==> config.mk <==
export PLATFORM = sky130hd
export DESIGN_NAME = serial_operand_transmitter_msb_first
export DESIGN_NICKNAME = d
export VERILOG_FILES = /design/src/rtl/serial_operand_transmitter_msb_first.sv
export SDC_FILE = /design/constraint.sdc
export NUM_CORES = 1
export LEC_CHECK = 0
export ABC_AREA = 1
export ABC_CLOCK_PERIOD_IN_PS = 1390
export BUFFER_PORTS_ARGS = -buffer_cell sky130_fd_sc_hd__clkbuf_2
export CORE_MARGIN = 2
export CORE_UTILIZATION = 50
export CTS_BUF_LIST = sky130_fd_sc_hd__clkbuf_8
export DETAILED_ROUTE_END_ITERATION = 10
export GPL_TIMING_DRIVEN = 0
export PLACE_DENSITY = 0.78
export SYNTH_ARGS = -nofsm -noshare
export SYNTH_HDL_FRONTEND = slang
export SYNTH_SLANG_ARGS = --single-unit
==> constraint.sdc <==
create_clock -name clk -period 1.39 [get_ports clk]
set_input_delay 0.417 -clock clk [delete_from_list [all_inputs] [get_ports clk]]
set_output_delay 0.417 -clock clk [all_outputs]
set_load 0.02 [all_outputs]
==> src/rtl/serial_operand_transmitter_msb_first.sv <==
// Serialises a parallel operand pair MSB first for a bit-serial comparator.
// Each frame is one comparator-clear cycle followed by WIDTH shift cycles.
module serial_operand_transmitter_msb_first #(
  parameter int WIDTH = 8
) (
  input  logic             clk,
  input  logic             rst,
  input  logic             in_valid,
  output logic             in_ready,
  input  logic [WIDTH-1:0] in_a,
  input  logic [WIDTH-1:0] in_b,
  output logic             cmp_rst,
  output logic             out_valid,
  output logic             a_ser,
  output logic             b_ser,
  output logic             out_last,
  output logic             frame_done
);

  localparam int CW = (WIDTH > 1) ? $clog2(WIDTH) : 1;
  localparam logic [CW-1:0] CNT_LAST = CW'(WIDTH - 1);

  typedef enum logic [1:0] {
    IDLE  = 2'd0,
    CLEAR = 2'd1,
    SHIFT = 2'd2
  } state_e;

  state_e           state_q, state_d;
  logic [CW-1:0]    cnt_q, cnt_d;
  logic [WIDTH-1:0] a_sh_q, a_sh_d;
  logic [WIDTH-1:0] b_sh_q, b_sh_d;
  logic             fd_q, fd_d;
  logic             xfer;
  logic             last_bit;

  assign xfer     = in_valid & in_ready;
  assign last_bit = (cnt_q == CNT_LAST);

  always_ff @(posedge clk) begin
    if (rst) begin
      state_q <= IDLE;
      cnt_q   <= '0;
      a_sh_q  <= '0;
      b_sh_q  <= '0;
      fd_q    <= 1'b0;
    end else begin
      state_q <= state_d;
      cnt_q   <= cnt_d;
      a_sh_q  <= a_sh_d;
      b_sh_q  <= b_sh_d;
      fd_q    <= fd_d;
    end
  end

  always_comb begin
    state_d = state_q;
    cnt_d   = cnt_q;
    a_sh_d  = a_sh_q;
    b_sh_d  = b_sh_q;
    fd_d    = 1'b0;
    unique case (state_q)
      IDLE: begin
        if (xfer) begin
          state_d = CLEAR;
          a_sh_d  = in_a;
          b_sh_d  = in_b;
        end
      end
      CLEAR: begin
        state_d = SHIFT;
        cnt_d   = '0;
      end
      SHIFT: begin
        a_sh_d = {a_sh_q[WIDTH-2:0], 1'b0};
        b_sh_d = {b_sh_q[WIDTH-2:0], 1'b0};
        // counter holds at WIDTH-1 on the final bit, so it never wraps
        if (last_bit) begin
          state_d = IDLE;
          fd_d    = 1'b1;
        end else begin
          cnt_d = cnt_q + 1'b1;
        end
      end
      default: state_d = IDLE;
    endcase
  end

  always_comb begin
    in_ready   = (state_q == IDLE) & ~rst;
    cmp_rst    = rst | (state_q == CLEAR);
    out_valid  = (state_q == SHIFT) & ~rst;
    a_ser      = out_valid & a_sh_q[WIDTH-1];
    b_ser      = out_valid & b_sh_q[WIDTH-1];
    out_last   = out_valid & last_bit;
    frame_done = fd_q;
  end

endmodule

## Word-level counts from Yosys, hierarchy flattened

Index checks and enable logic that the tools add are counted.

| cells by class | value |
|---|---|
| shift operators | 0 |
| muxes and demuxes | 10 |
| $add $sub $neg | 1 |
| bitwise logic cells | 9 |
| $lt $le $gt $ge | 0 |
| divide/modulo/power cells | 0 |
| equality and inequality tests | 6 |
| reduce and logical (&&, ||, !) cells | 7 |
| multiply operators | 0 |

Operator list:

| kind | number |
|---|---|
| $pmux 8 s2 | 2 |
| $mux 8 | 2 |
| $and 1x1->1 | 6 |
| $ne 2x2->1 const B | 3 |
| $pmux 2 s3 | 1 |
| $pmux 3 s2 | 1 |
| $reduce_and 2->1 | 3 |
| $mux 2 | 2 |
| $reduce_bool 2->1 | 2 |
| $add 3x1->3 const B | 1 |
| $eq 3x3->1 const B | 1 |
| $mux 3 | 1 |
| $eq 2x1->1 const B | 1 |
| $eq 2x2->1 const B | 1 |
| $logic_not 2->1 | 1 |
| $not 1->1 | 2 |
| $reduce_or 2->1 | 1 |
| $mux 1 | 1 |
| $or 1x1->1 | 1 |

| storage, ports and cells | value |
|---|---|
| word-level logic and storage cells | 38 |
| memories | 0 |
| latch bits | 0 |
| output and inout bits | 7 |
| register bits after elaboration | 22 |
| memory bits (read-only) | 0 |
| RAM bits | 0 |

## Longest topological paths before layout

| logic depth | value |
|---|---|
| word-level depth | 5 |
| gate-level depth with buffers | 8 |
| gate-level depth less buffers | 8 |

## Worst setup path before layout

OpenSTA, ideal clock, no wires.

| path | value |
|---|---|
| path type | register to output |
| from | register state_q[0] |
| to | output a_ser |
| path buffers | 1 |
| arrival time | 1,310 ps |
| cell stages (with the launch flop) | 7 |
| slack | -337 ps |
| cells stage by stage | dfxtp_1 > inv_2 > nand2_4 > buf_6 > nor2_2 > inv_1 > nor2_1 |

| between the ends | value |
|---|---|
| word-level cells in the longest chain between the ends | 3 |

Ends and longest elaborated chain:

| element | RTL line | text |
|---|---|---|
| from (decl) | 29 | `state_e state_q, state_d;` |
| from (signal assigned) | 48 | `state_q <= state_d;` |
| $eq 2x2->1 | 92 | `out_valid = (state_q == SHIFT) & ~rst;` |
| $and 1x1->1 | 92 |  |
| via out_valid | 13 | `output logic out_valid,` |
| $and 1x1->1 | 93 | `a_ser = out_valid & a_sh_q[WIDTH-1];` |
| to (decl) | 14 | `output logic a_ser,` |

The timed path passes the listed nets, and every way through them passes these cells.

## Worst setup path in the final report

| path | value |
|---|---|
| from | register state_q[1] |
| to | output cmp_rst |

| between the ends | value |
|---|---|
| word-level cells in the longest chain between the ends | 2 |

Ends and longest elaborated chain:

| element | RTL line | text |
|---|---|---|
| $eq 2x1->1 | 91 | `cmp_rst = rst \| (state_q == CLEAR);` |
| $or 1x1->1 | 91 |  |
| to (decl) | 12 | `output logic cmp_rst,` |

Every way passes these cells.

==> qor.txt <==
Number of CTS-inserted buffers -> 3
Vias in the first global route -> 1,166
Yosys warnings -> 0
Net Count, Synth -> 210
Clk_lat worst skew -> 0.26 ns
Critical R2R Launch -> state_q[1]$_SDFFE_PP0P_
Power density cells -> 927 nW/um^2
Fin. Hold Viols -> 0
CP Class -> register to output pin
Die Area -> 2830 um^2
Cell family with most CP delay -> buffers and inverters
DIE HEIGHT -> 53.2 um
Synthesis-stage register bit count -> 22
# IOs -> 26
Outcome -> finished with violations
Cell area after synthesis -> 1210 um^2
Port Buffers -> 25
VDD IR max -> 0.000738 V
Failing checks -> negative setup slack
Relative slew margins -> 87.4%
Worst setup EP type -> output pin
Crit path capture -> cmp_rst
Starting Density -> 53.6%
Critical path depth in cells -> 6
Min Hold Slack -> 0.370 ns
Die X -> 53.2 um
CTS clk-pin slew, worst paths -> 0.08 ns
CTS Sinks -> 22
Remaining DRCs -> 0
Maxcap violations -> 0
Most frequent cells in the layout -> nand2_1 (49), nand3_1 (26), buf_4 (18), dfxtp_1 (18), clkbuf_2 (18)
Reg area -> 450 um^2
Sequential share of the synthesized area -> 36.4%
Setup crit start -> state_q[1]$_SDFFE_PP0P_
Clk buf depth -> 2
GR Overflow Total -> 0
Crit path cell chain -> buf_6, buf_4, inv_2, nand2_2, nand2_1, clkbuf_8
Worst reg2reg path depth -> 7
Drt total wl -> 3.57 mm
Slowest cell on crit path -> dfxtp_4
Fillers -> 145
RSZ-0062 raised after global routing -> true
Worst EP arrival -> 1.22 ns
Wire per inst -> 13.6 um
Num rows -> 17
CTS Root Cell -> clkbuf_8
Worst r2r dst -> a_sh_q[1]$_SDFFE_PP0P_
Measured slew at the worst slew-check pin -> 0.189 ns
EDFF count, synth -> 0
Final #Nets -> 256
Area Overhead vs Synth -> 49.4%
Worst hold-check path type -> primary input to register
Largest net degree at the start of global routing -> 18
Footprint of the multi-input gates -> 738 um^2
Inserted Diodes -> 0
Worst endpoint required time -> 0.97 ns
Cells after Synth -> 189
Crit share post-route -> 118%
Max incr delay on CP -> 0.38 ns
Mean area per synthesized cell -> 6.40 um^2
DP Worst Slack -> -0.377 ns
Clock Skew -> 0.00176 ns
Global-route wire length before repair -> 5.11 mm
DR pass1 iterations -> 4
Final WS setup -> -0.245 ns
R2r setup slk -> -0.01 ns
Hpwl dp -> 2.03 mm
Post-synth ARST share -> 0%
Global Route Usage Sum -> 25.1%
Initial antenna violation count -> 0
LEAKAGE -> 0.000908 uW
Final setup fails -> 11
Max-slew violation count -> 0
Post-CTS Hold Buffers -> 0
Crit path time final -> 1.64 ns
CTS tree -> built
Distinct cells, synth -> 18
DR vias -> 1,386
Crit-path max FO -> 3
Startpoint Class -> register
Synth Flop Type -> dfxtp_1
Final ANT Viol Nets -> 0
CORE AREA -> 2250 um^2
Buffers & Inverters on Critical Path -> 4
Placer Congestion -> 0.770
Commonest non-fill, non-tap cell in the layout -> nand2_1
Max Clock Freq -> 0.611 GHz
Avg Vias per Cell -> 5.29
Initial drt markers -> 56
Layout cells sized above 1 -> 40.2%
Htree depth -> 1
-- how the worst min path moves through the flow --
stage,startpoint,end,slack (ns),cells after the start
4_1_cts,rst,cnt_q[1]$_SDFFE_PP0P_,0.39,2
3_5_place_dp,b_sh_q[0]$_SDFFE_PP0P_,b_sh_q[0]$_SDFFE_PP0P_,0.46,2
5_1_grt,rst,cnt_q[1]$_SDFFE_PP0P_,0.37,2
3_3_place_gp,b_sh_q[0]$_SDFFE_PP0P_,b_sh_q[0]$_SDFFE_PP0P_,0.45,2
2_1_floorplan,b_sh_q[0]$_SDFFE_PP0P_,b_sh_q[0]$_SDFFE_PP0P_,0.44,2
6_report,rst,cnt_q[1]$_SDFFE_PP0P_,0.37,2
-- cell type report --
type	count	share of cell area [%]
plain buffers	10	5.68
clock buffers	4	3.05
inverters	23	5.20
multi-input cells	132	40.9
flip-flops and latches	22	24.9
well taps	28	1.94
repair buffers	43	18.3
-- what timing repair did --
item,in CTS,in global routing
cloned,0,3
setup endpoints to repair,6,12
endpoints found under the hold margin,0,0
pin swaps,5,10
buffers inserted,10,5
resized for setup,32,35
-- worst reg2reg max path, stage by stage, from the launching register on --
cell     delay [ns]
dfxtp_4        0.38
buf_6          0.13
buf_4          0.13
nor2_4         0.11
nand3_4        0.17
buf_2          0.21
a21oi_1        0.13
nor2_1         0.06
-- Yosys cell counts (2+ instances only) --
library cell	count	area, um^2
buf_2	7	35.0
a21oi_1	17	85.1
ha_1	2	25.0
inv_1	21	78.8
nand2_1	52	195
nor2_1	23	86.3
buf_6	2	22.5
buf_4	3	22.5
dfxtp_1	22	440
nand3_1	31	155
inv_2	2	7.51
-- per-stage QoR --
| stage | cells | power (uW) | utilization (%) | area (um^2) | TNS (ns) |
|---|---|---|---|---|---|
| floorplan | 189 | 984 | - | 1250 | -0.331 |
| global placement | 242 | 1060 | 62.4 | 1410 | -0.962 |
| detailed placement | 242 | 1080 | 62.4 | 1410 | -1.01 |
| CTS | 255 | 1590 | 73.0 | 1650 | -1.26 |
| global route | 262 | 1760 | 80.1 | 1810 | -2.10 |
| finish | 262 | 1670 | 80.1 | 1810 | -1.15 |
-- state kept, by name, indices dropped and copies added (netlist names) --
name        cells
a_sh_q          8
b_sh_q          8
frame_done      1
state_q         2
cnt_q           3
-- per-layer routing --
layer,GRT usage [%],vias to the layer above,wire length (um)
met5,0,-,0
met4,8.97,0,59
met3,5.08,10,174
met2,44.4,54,1830
met1,29.6,636,1510
li1,-,686,-
-- logic make-up after synthesis --
kind of cell / count (synthesis) / share of synthesized area (%)
fa+ha+maj: 2 / 2.07
compound gates: 18 / 7.45
buf+inv: 35 / 13.8
simple gates: 112 / 40.3
flops: 22 / 36.4
-- power breakdown --
part	internal, uW	total (uW)	switching, uW
Combinational	215	480	265
Sequential	687	723	36.3
Clock	253	470	218
Total	1150	1670	519
(Power assumes the default switching activity.)
